--- src/rtl/keypad_pkg.sv ---
// keypad_pkg: shared types, sizes and small helpers for the 4x4 keypad scanner.
package keypad_pkg;

   localparam int KP_ROWS = 4;
   localparam int KP_COLS = 4;

   typedef logic [3:0] kp_code_t;

   typedef enum logic [1:0] {
      SCAN         = 2'd0,
      DEBOUNCE     = 2'd1,
      EMIT         = 2'd2,
      WAIT_RELEASE = 2'd3
   } kp_state_e;

   // Index of the lowest active-low row; 0 when no row is low (caller qualifies).
   function automatic logic [1:0] lowest_low(input logic [KP_ROWS-1:0] rows);
      logic [1:0] idx;
      idx = 2'd0;
      for (int i = KP_ROWS - 1; i >= 0; i--) begin
         idx = (!rows[i]) ? 2'(i) : idx;
      end
      return idx;
   endfunction

   // One-cold, active-low drive pattern for the selected column.
   function automatic logic [KP_COLS-1:0] col_drive(input logic [1:0] col);
      return ~(4'b0001 << col);
   endfunction

endpackage

--- src/rtl/keypad_scan_ctrl_tick.sv ---
// scan_tick_gen: free-running divider producing a one-cycle tick every TICK_DIV clocks.
module scan_tick_gen #(
   parameter int TICK_DIV = 50000
) (
   input  logic clk,
   input  logic reset,
   output logic tick
);

   localparam int CW = (TICK_DIV > 1) ? $clog2(TICK_DIV) : 1;
   localparam logic [CW-1:0] CNT_MAX = CW'(TICK_DIV - 1);

   logic [CW-1:0] count_q, count_d;
   logic          tick_q, tick_d;

   // Next count wraps at CNT_MAX; the tick flop is high while the count sits at CNT_MAX.
   always_comb begin
      if (count_q == CNT_MAX) begin
         count_d = '0;
      end else begin
         count_d = count_q + CW'(1);
      end
      tick_d = (count_d == CNT_MAX);
   end

   // Divider state registers.
   always_ff @(posedge clk) begin
      if (reset) begin
         count_q <= '0;
         tick_q  <= 1'b0;
      end else begin
         count_q <= count_d;
         tick_q  <= tick_d;
      end
   end

   assign tick = tick_q;

endmodule

--- src/rtl/keypad_scan_ctrl.sv ---
// keypad_scan_ctrl: 4x4 matrix keypad scanner with debounce and valid/ready output.
// Optional auto-repeat is built when the macro KEYPAD_REPEAT_EN is defined.
module keypad_scan_ctrl
   import keypad_pkg::*;
#(
   parameter int TICK_DIV       = 50000,
   parameter int DEBOUNCE_SCANS = 4,
   parameter int REPEAT_DELAY   = 500,
   parameter int REPEAT_RATE    = 100
) (
   input  logic       clk,
   input  logic       reset,
   input  logic [3:0] row_in,
   output logic [3:0] col_out,
   output logic [3:0] key_code,
   output logic       key_valid,
   input  logic       key_ready,
   output logic       key_held
);

   localparam int            DW      = $clog2(DEBOUNCE_SCANS + 1);
   localparam logic [DW-1:0] DEB_MAX = DW'(DEBOUNCE_SCANS);
   localparam logic          DEB_ONE = (DEBOUNCE_SCANS == 1);

   kp_state_e     state_q, state_d;
   logic [3:0]    rows_meta_q, rows_sync_q, rows_s;
   logic [1:0]    col_q, col_d, row_q, row_d, lowest_s;
   logic [DW-1:0] cnt_q, cnt_d, cnt_inc_s;
   logic          any_low_s, row_low_s, tick_s;
   logic [3:0]    col_out_q, col_out_d;
   kp_code_t      key_code_q, key_code_d;
   logic          key_valid_q, key_valid_d, key_held_q, key_held_d;

`ifdef KEYPAD_REPEAT_EN
   localparam int RPT_TOP = (REPEAT_DELAY > REPEAT_RATE) ? REPEAT_DELAY : REPEAT_RATE;
   localparam int RW      = $clog2(RPT_TOP + 1);
   localparam logic [RW-1:0] RPT_DELAY_V = RW'(REPEAT_DELAY);
   localparam logic [RW-1:0] RPT_RATE_V  = RW'(REPEAT_RATE);
   logic [RW-1:0] rpt_cnt_q, rpt_cnt_d, rpt_inc_s;
   logic          rpt_first_q, rpt_first_d;
`else
   logic unused_repeat_cfg_s;
   assign unused_repeat_cfg_s = ^{REPEAT_DELAY, REPEAT_RATE};
`endif

   scan_tick_gen #(.TICK_DIV(TICK_DIV)) u_tick (
      .clk   (clk),
      .reset (reset),
      .tick  (tick_s)
   );

   assign rows_s    = rows_sync_q;
   assign lowest_s  = lowest_low(rows_s);
   assign any_low_s = ~&rows_s;
   assign row_low_s = ~rows_s[row_q];
   assign cnt_inc_s = cnt_q + DW'(1);

   // State register plus synchroniser and registered outputs.
   always_ff @(posedge clk) begin
      if (reset) begin
         rows_meta_q <= 4'hF;
         rows_sync_q <= 4'hF;
         state_q     <= SCAN;
         col_q       <= 2'd0;
         row_q       <= 2'd0;
         cnt_q       <= '0;
         col_out_q   <= 4'b1110;
         key_code_q  <= 4'd0;
         key_valid_q <= 1'b0;
         key_held_q  <= 1'b0;
      end else begin
         rows_meta_q <= row_in;
         rows_sync_q <= rows_meta_q;
         state_q     <= state_d;
         col_q       <= col_d;
         row_q       <= row_d;
         cnt_q       <= cnt_d;
         col_out_q   <= col_out_d;
         key_code_q  <= key_code_d;
         key_valid_q <= key_valid_d;
         key_held_q  <= key_held_d;
      end
   end

`ifdef KEYPAD_REPEAT_EN
   assign rpt_inc_s = rpt_cnt_q + RW'(1);

   // Auto-repeat hold counter and first-repeat flag.
   always_ff @(posedge clk) begin
      if (reset) begin
         rpt_cnt_q   <= '0;
         rpt_first_q <= 1'b1;
      end else begin
         rpt_cnt_q   <= rpt_cnt_d;
         rpt_first_q <= rpt_first_d;
      end
   end
`endif

   // Next-state logic: decisions on tick, except the EMIT handshake.
   always_comb begin
      state_d = state_q;
      col_d   = col_q;
      row_d   = row_q;
      cnt_d   = cnt_q;
`ifdef KEYPAD_REPEAT_EN
      rpt_cnt_d   = rpt_cnt_q;
      rpt_first_d = rpt_first_q;
`endif
      case (state_q)
         SCAN: begin
            if (tick_s && any_low_s) begin
               row_d = lowest_s;
               cnt_d = DW'(1);
               if (DEB_ONE) begin
                  state_d = EMIT;
`ifdef KEYPAD_REPEAT_EN
                  rpt_first_d = 1'b1;
`endif
               end else begin
                  state_d = DEBOUNCE;
               end
            end else if (tick_s) begin
               col_d = col_q + 2'd1;
            end else begin
               state_d = SCAN;
            end
         end
         DEBOUNCE: begin
            if (tick_s && any_low_s && (lowest_s == row_q)) begin
               cnt_d = cnt_inc_s;
               if (cnt_inc_s == DEB_MAX) begin
                  state_d = EMIT;
`ifdef KEYPAD_REPEAT_EN
                  rpt_first_d = 1'b1;
`endif
               end else begin
                  state_d = DEBOUNCE;
               end
            end else if (tick_s) begin
               state_d = SCAN;
               col_d   = col_q + 2'd1;
            end else begin
               state_d = DEBOUNCE;
            end
         end
         EMIT: begin
            // Release during EMIT is ignored; only the handshake leaves.
            if (key_valid_q && key_ready) begin
               state_d = WAIT_RELEASE;
               cnt_d   = '0;
`ifdef KEYPAD_REPEAT_EN
               rpt_cnt_d = '0;
`endif
            end else begin
               state_d = EMIT;
            end
         end
         WAIT_RELEASE: begin
            if (tick_s && !row_low_s) begin
`ifdef KEYPAD_REPEAT_EN
               rpt_cnt_d = '0;
`endif
               if (cnt_inc_s == DEB_MAX) begin
                  state_d = SCAN;
                  col_d   = col_q + 2'd1;
                  cnt_d   = '0;
               end else begin
                  cnt_d = cnt_inc_s;
               end
            end else if (tick_s) begin
               cnt_d = '0;
`ifdef KEYPAD_REPEAT_EN
               if (rpt_inc_s == (rpt_first_q ? RPT_DELAY_V : RPT_RATE_V)) begin
                  state_d     = EMIT;
                  rpt_cnt_d   = '0;
                  rpt_first_d = 1'b0;
               end else begin
                  rpt_cnt_d = rpt_inc_s;
               end
`endif
            end else begin
               state_d = WAIT_RELEASE;
            end
         end
         default: begin
            state_d = SCAN;
         end
      endcase
   end

   // Output logic: registered outputs follow the next state.
   always_comb begin
      key_valid_d = (state_d == EMIT);
      key_held_d  = (state_d != SCAN);
      col_out_d   = col_drive(col_d);
      if (state_d == EMIT) begin
         key_code_d = {row_d, col_d};
      end else begin
         key_code_d = key_code_q;
      end
   end

   assign col_out   = col_out_q;
   assign key_code  = key_code_q;
   assign key_valid = key_valid_q;
   assign key_held  = key_held_q;

endmodule

--- config.mk ---
export PLATFORM = sky130hd
export DESIGN_NAME = keypad_scan_ctrl
export DESIGN_NICKNAME = d
export VERILOG_FILES = /design/src/rtl/keypad_pkg.sv /design/src/rtl/keypad_scan_ctrl_tick.sv /design/src/rtl/keypad_scan_ctrl.sv
export SDC_FILE = /design/constraint.sdc
export NUM_CORES = 1
export LEC_CHECK = 0
export ABC_AREA = 1
export ABC_CLOCK_PERIOD_IN_PS = 4200
export BUFFER_PORTS_ARGS = -buffer_cell sky130_fd_sc_hd__buf_4
export CORE_MARGIN = 2
export CORE_UTILIZATION = 50
export DETAILED_ROUTE_END_ITERATION = 10
export PLACE_DENSITY = 0.76
export SYNTH_ARGS = -nofsm -noshare
export SYNTH_HDL_FRONTEND = slang
export SYNTH_SLANG_ARGS = --single-unit
--- constraint.sdc ---
create_clock -name clk -period 4.2 [get_ports clk]
set_input_delay 0.63 -clock clk [delete_from_list [all_inputs] [get_ports clk]]
set_output_delay 0.63 -clock clk [all_outputs]
set_load 0.1 [all_outputs]
==> results.py, run 1 <==
metrics = {
    "global_route": {
        "grt_pass1_vias": 1712,
        "gr-total-overflow": 0,
        "antenna_found_initial": 0,
        "grt_max_degree": 28,
        "grt_usage_pct": 19.2,
        "grt_pass1_wl_um": 7570,
    },
    "worst_setup_path": {
        "crit_path_end_kind": "register",
        "crit_path_cell_trace": "ha_1, nand3_1, inv_1, nand2_1, nor2_1, xnor2_1, nand3_1, nor2_1, nand4_1, nor2_1",
        "critPathKind": "reg2reg",
        "crit_path_start_kind": "register",
        "crit_top_cell": "nor2_1",
        "worstPathArrival_ps": 2030,
        "crit_family": "simple AND/OR/NAND/NOR gates",
        "crit_slowest_cell": "dfxtp_1",
        "crit_buf_inv": 1,
        "cp_slowest_stage_delay_ps": 390,
        "cp_max_fo": 5,
        "worstPathRequired_ps": 4440,
    },
    "timing": {
        "fmax_mhz": 559,
        "fin_crit_sh_pct": 42.6,
        "rsz0062_at_grt": "no",
        "maxSlewViolCount": 0,
        "finalCriticalPeriod_ps": 1790,
        "finalHoldViolations": 0,
        "relSlewSlack_pct": 64.7,
        "fin_skew_ps": 10.3,
        "setup_viol": 0,
        "tightestPinTransition_ps": 524,
        "holdWs_ps": 414,
        "finalSetupTns_ps": 0,
    },
    "clock_network": {
        "post_cts_buffers": 0,
        "cts_root_buffer": "clkbuf_8",
        "cts_buffers": 5,
        "cts_tree": "yes",
        "hold_buffers": 0,
        "cts_buffer_depth": 2,
        "clkTransAtPathRegs_ps": 90,
        "cts_resized": 0,
        "clkLatencyLatePin_ps": 300,
        "cts.sinks": 44,
        "htree_levels": 2,
    },
    "logic_synthesis": {
        "synthAdderAreaFrac_pct": 1.69,
        "yosys_warnings": 0,
        "synth.largest_area_cell": "dfxtp_1",
        "netlist_area_mm2": 0.00222,
        "yosysSeqAreaShare_pct": 39.7,
        "synth_top_family_by_area": "simple AND/OR/NAND/NOR gates",
        "yosys.area_share.simple_pct": 38.6,
        "yosysTopAreaCellShare_pct": 39.7,
        "synth_area_per_cell_um2": 6.95,
        "yosys-top-cells-area": "dfxtp_1, nand2_1, nor2_1",
        "synth-seq-cells": 44,
        "synth_cells": 319,
        "yosys-mux-area-fraction_pct": 0,
        "synth.net_count": 329,
        "synth_compound_area_share_pct": 7.05,
        "synth_xor_area_share_pct": 4.74,
        "yosysUniqueCellTypes": 33,
    },
    "cells_and_area": {
        "mostFrequentLayoutCell": "nand2_1",
        "layout_common_cells": "nand2_1, nor2_1, dfxtp_1",
        "nFillCells": 437,
        "diodes": 0,
        "finish.utilization_pct": 57.1,
        "seq_area_um2": 881,
        "layout.nets": 347,
        "stdcell_count": 390,
        "multi_input_area_mm2": 0.00116,
        "drive_gt1_share_pct": 14.2,
        "area_growth_pct": 11.3,
    },
    "routing": {
        "firstDrtPassIters": 4,
        "drc": 0,
        "vias": 2000,
        "wl_per_cell_um": 11.2,
        "viasPerCell": 5.13,
        "drt_iter0_drc": 105,
        "routed_wl_um": 4350,
        "final_antenna_net_count": 0,
    },
    "run": {
        "cap_violations": 0,
    },
    "floorplanning": {
        "core_mm2": 0.00432,
        "pin_count": 17,
        "die_area_mm2": 0.00499,
        "num_rows": 24,
        "die_h_um": 70.6,
        "start_util_pct": 51.3,
        "die_w_um": 70.6,
    },
    "power": {
        "ir_drop_v": 0.000224,
        "powerDensity_mw_per_mm2": 292,
        "power.leakage_nw": 1.10,
    },
    "placement": {
        "gp_congestion": 0.883,
        "place_inst": 382,
        "dp_hpwl_um": 3380,
        "portBuffers": 16,
    },
    "outcome": {
        "outcome": "completed",
    },
    "worst_hold_path": {
        "hp-class": "reg2reg",
    },
}
[kinds of logic (layout without fill, tap and decap cells)]
family | count (synthesis) | after routing
adders and majority gates | 3 | 3
DFF | 44 | 44
buffers and inverters | 46 | 65
AOI/OAI and AO/OA | 25 | 25
xor gates and xnor gates | 12 | 12
and+or+nand+nor | 189 | 189
[path summary, 6_finish.rpt]
kind / startpoint / endpoint / slack (ps) / cells past startpoint
worst min register to register: rows_meta_q[2] / rows_s[2] / 410 / 1
worst max-delay path: u_tick.count_q[0] / u_tick.tick / 2410 / 10
worst max register to register: u_tick.count_q[0] / u_tick.tick / 2410 / 10
worst min-delay path: rows_meta_q[2] / rows_s[2] / 410 / 1
[flip-flops by register name, indices dropped and copies added (netlist names)]
register        count
rows_meta_q         4
u_tick.count_q     16
col_q               2
rows_s              4
row_q               2
u_tick.tick         1
state_q             2
key_valid           1
cnt_q               3
key_code            4
col_out             4
key_held            1
[area by class of cell]
class                      instances  area share, %
tap                               52           2.64
clock inverter                     3          0.963
clock buffer                       5           2.79
sequential                        44           35.7
timing repair buffer              16           4.87
multi-input combinational        229           46.8
inverter                          41           6.23
[Yosys cell counts]
library cell	count
a21oi_1	9
a21oi_2	1
o21ai_4	1
nand2_1	76
o21ai_1	5
o211ai_1	3
buf_2	1
inv_2	2
a22oi_1	1
inv_1	38
nand2_2	5
or2_2	8
o32ai_1	1
o21bai_1	1
nor4_1	1
nor2_4	1
buf_4	2
xnor2_1	7
nand3_1	21
nor3_1	3
nand4_1	6
nand3_4	1
xor2_1	5
ha_1	3
dfxtp_1	44
nor2_1	58
clkinv_1	1
clkbuf_1	2
or2_0	1
o21ai_0	3
or2_1	3
nand4_2	2
nand3_2	3
[stage by stage]
stage	total power [W]	cell area [um2]	setup WS, ps
floorplan	0.000455	2220	2460
global placement	0.000463	2380	2430
detailed placement	0.000463	2380	2370
CTS	0.000733	2470	2400
global route	0.000752	2470	2210
finish	0.000721	2470	2410
[routing by layer]
layer	share of wire [%]	vias up	GRT usage, %
met5	0	-	0
met2	49	19	31.1
li1	-	1044	-
met4	1.6	0	7.34
met3	2.6	7	4.27
met1	47	930	25.3
[report_power, final]
group / switching (W) / internal (W)
clock: 0.000150 / 0.000118
combinational: 0.0000156 / 0.0000108
sequential: 0.00000394 / 0.000423
total: 0.000170 / 0.000551
Note: power is estimated with default switching activity, not from simulation.
==> run 2, diff against run 1 <==
--- a/config.mk
+++ b/config.mk
@@ -6,7 +6,7 @@
 export NUM_CORES = 1
 export LEC_CHECK = 0
 export ABC_AREA = 1
-export ABC_CLOCK_PERIOD_IN_PS = 4200
+export ABC_CLOCK_PERIOD_IN_PS = 1670
 export BUFFER_PORTS_ARGS = -buffer_cell sky130_fd_sc_hd__buf_4
 export CORE_MARGIN = 2
 export CORE_UTILIZATION = 50
==> constraint.sdc (replaced) <==
create_clock -name clk -period 1.67 [get_ports clk]
set_input_delay 0.2505 -clock clk [delete_from_list [all_inputs] [get_ports clk]]
set_output_delay 0.2505 -clock clk [all_outputs]
set_load 0.1 [all_outputs]
==> run 2 against run 1 <==
- critical path depth increased by 1
- routed wire length increased by 8.3%
- core utilization increased by 6.8 points
- sequential power increased to 2.5 times the previous value
- clock-buffer cell count increased by 1
- flip-flop and latch count unchanged
- cell area increased by 12%
- setup slack got worse by 2400 ps
- register-to-register slack got worse by 2400 ps
- non-clock buffer count increased by 14
- clock power increased to 3.2 times the previous value
- sequential share of layout area decreased by 3.3 points
- critical endpoint is now key_code[1]
==> results.py, run 2 (synthesis results as in run 1) <==
metrics = {
    "outcome": {
        "outcome": "completed",
    },
    "timing": {
        "fin_skew_ps": 10.3,
        "layout_setup_ws_ps": 4.97,
        "holdWs_ps": 127,
        "maxSlewViolCount": 0,
        "setup_viol": 0,
        "fmax_mhz": 601,
        "rsz0062_at_grt": "yes",
        "fin_crit_sh_pct": 99.7,
        "relSlewSlack_pct": 73.1,
        "finalHoldViolations": 0,
        "tightestPinTransition_ps": 402,
        "finalCriticalPeriod_ps": 1670,
    },
    "floorplanning": {
        "pin_count": 17,
        "start_util_pct": 51.3,
        "die_w_um": 70.6,
        "core_mm2": 0.00432,
        "num_rows": 24,
        "die_area_mm2": 0.00499,
        "die_h_um": 70.6,
    },
    "worst_setup_path": {
        "reg2regPathDepth": 11,
        "crit_slowest_cell": "dfxtp_4",
        "r2r_start": "cnt_q[1]",
        "reg2reg_to": "key_code[1]",
        "worstPathRequired_ps": 1910,
        "cp_max_fo": 7,
        "critPathKind": "reg2reg",
        "cp_slowest_stage_delay_ps": 370,
        "crit_path_start_kind": "register",
        "worstPathArrival_ps": 1900,
        "crit_path_cell_trace": "ha_4, or2_4, nand3_4, inv_6, nand3_4, o21ai_2, nand2_2, nand3_4, nand2_2, nand2_2, nor2_1",
        "crit_path_end_kind": "register",
        "r2r_setup_slack_ps": 5,
    },
    "cells_and_area": {
        "stdcell_count": 404,
        "largest_reg_flops": 16,
        "seq_area_um2": 895,
        "layout_common_cells": "nand2_1, nor2_1, dfxtp_1",
        "regMostFlops": "u_tick.count_q",
        "layout.nets": 361,
        "diodes": 0,
        "mostFrequentLayoutCell": "nand2_1",
        "multi_input_area_mm2": 0.00130,
        "finish.utilization_pct": 63.9,
        "nFillCells": 383,
        "area_growth_pct": 24.5,
        "drive_gt1_share_pct": 26.4,
    },
    "clock_network": {
        "htree_levels": 2,
        "clkLatencyLatePin_ps": 300,
        "cts_root_buffer": "clkbuf_8",
        "hold_buffers": 0,
        "cts_tree": "yes",
        "clkTransAtPathRegs_ps": 90,
        "cts_buffers": 5,
        "cts.sinks": 44,
        "cts_buffer_depth": 2,
    },
    "power": {
        "ir_drop_v": 0.000694,
        "powerDensity_mw_per_mm2": 728,
        "power.leakage_nw": 1.19,
    },
    "routing": {
        "drc": 0,
        "firstDrtPassIters": 4,
        "final_antenna_net_count": 0,
        "routed_wl_um": 4720,
        "wl_met3_um": 123,
        "viasPerCell": 5.00,
        "drt-met1-wl_um": 2240,
        "wl_met2_um": 2270,
        "vias": 2019,
        "wl_per_cell_um": 11.7,
        "highest_layer": "met4",
        "drt_iter0_drc": 103,
    },
    "worst_hold_path": {
        "min-delay-start": "row_in[3]",
        "hp-class": "in2reg",
        "hold_end": "rows_meta_q[3]",
        "hold_depth": 2,
    },
    "global_route": {
        "grt_usage_pct": 19.1,
        "gr-total-overflow": 0,
        "grt_max_degree": 27,
        "antenna_found_initial": 0,
        "grt_pass1_vias": 1766,
        "grt_pass1_wl_um": 7630,
    },
    "placement": {
        "place_inst": 395,
        "dp_hpwl_um": 3460,
        "gp_congestion": 0.921,
        "pre_cts_slack_ps": -17.9,
        "portBuffers": 16,
    },
    "run": {
        "cap_violations": 0,
    },
}
## run 2: cell count changes in the layout (fill, tap and decap cells not counted), moves of 3 or more
| cell | before | now |
|---|---|---|
| buf_4 | 16 | 30 |
| nor2_2 | 0 | 4 |
| nand2_1 | 76 | 70 |
| nor2_1 | 58 | 54 |
| dfxtp_1 | 44 | 37 |
| dfxtp_2 | 0 | 5 |
| nand3_1 | 21 | 17 |
| nand2_2 | 5 | 10 |
| ha_1 | 3 | 0 |
## run 2: what timing repair did
item                       CTS  global route
setup endpoints to repair    4            14
pin swaps                    0            13
setup buffers                0             1
hold endpoints to repair     0             0
gates resized for setup      3            39
## run 2: where the power goes
group	leakage (nW)	internal, W	switching, W
registers	0.360	0.00106	0.00000989
clock network	0.0614	0.000489	0.000370
logic	0.767	0.0000357	0.0000448
total	1.19	0.00159	0.000425
## run 2: worst max-delay path by stage
stage                      start          end  cells past startpoint
6_report                cnt_q[1]  key_code[1]                     11
3_3_place_gp            cnt_q[0]  key_code[3]                     10
2_1_floorplan  u_tick.count_q[0]  u_tick.tick                     10
4_1_cts                 cnt_q[0]  key_code[1]                     11
3_5_place_dp            cnt_q[0]  key_code[0]                     10
5_1_grt                 cnt_q[1]   col_out[2]                     11
## run 2: through the flow
stage	total power, W	area (um2)	TNS, ps
after CTS	0.00203	2600	0
final	0.00201	2760	0
after global placement	0.00117	2470	0
after global routing	0.00209	2760	-219
after detailed placement	0.00117	2470	-44.4
after floorplan	0.00115	2220	0
## run 2: worst max-delay path: cells and delay by family (launching register included)
| family | cells | cell delay, ps |
|---|---|---|
| and+or+nand+nor | 8 | 960 |
| DFF | 1 | 370 |
| adders and majority gates | 1 | 150 |
| AOI/OAI and AO/OA | 1 | 70 |
| buffers and inverters | 1 | 50 |
## run 2: per-layer routing
metal	global-route usage (%)	vias to the layer above
met5	0	-
met4	6.92	0
met3	3.85	9
met2	31.9	28
met1	24.7	909
li1	-	1073
## run 2: area by class of cell
| cell class | count | share of cell area (%) |
|---|---|---|
| clock buffer | 6 | 2.99 |
| clock inverter | 2 | 1.40 |
| inverter | 41 | 5.75 |
| multi-input combinational | 229 | 47.0 |
| sequential | 44 | 32.4 |
| tap | 52 | 2.36 |
| timing repair buffer | 30 | 8.15 |
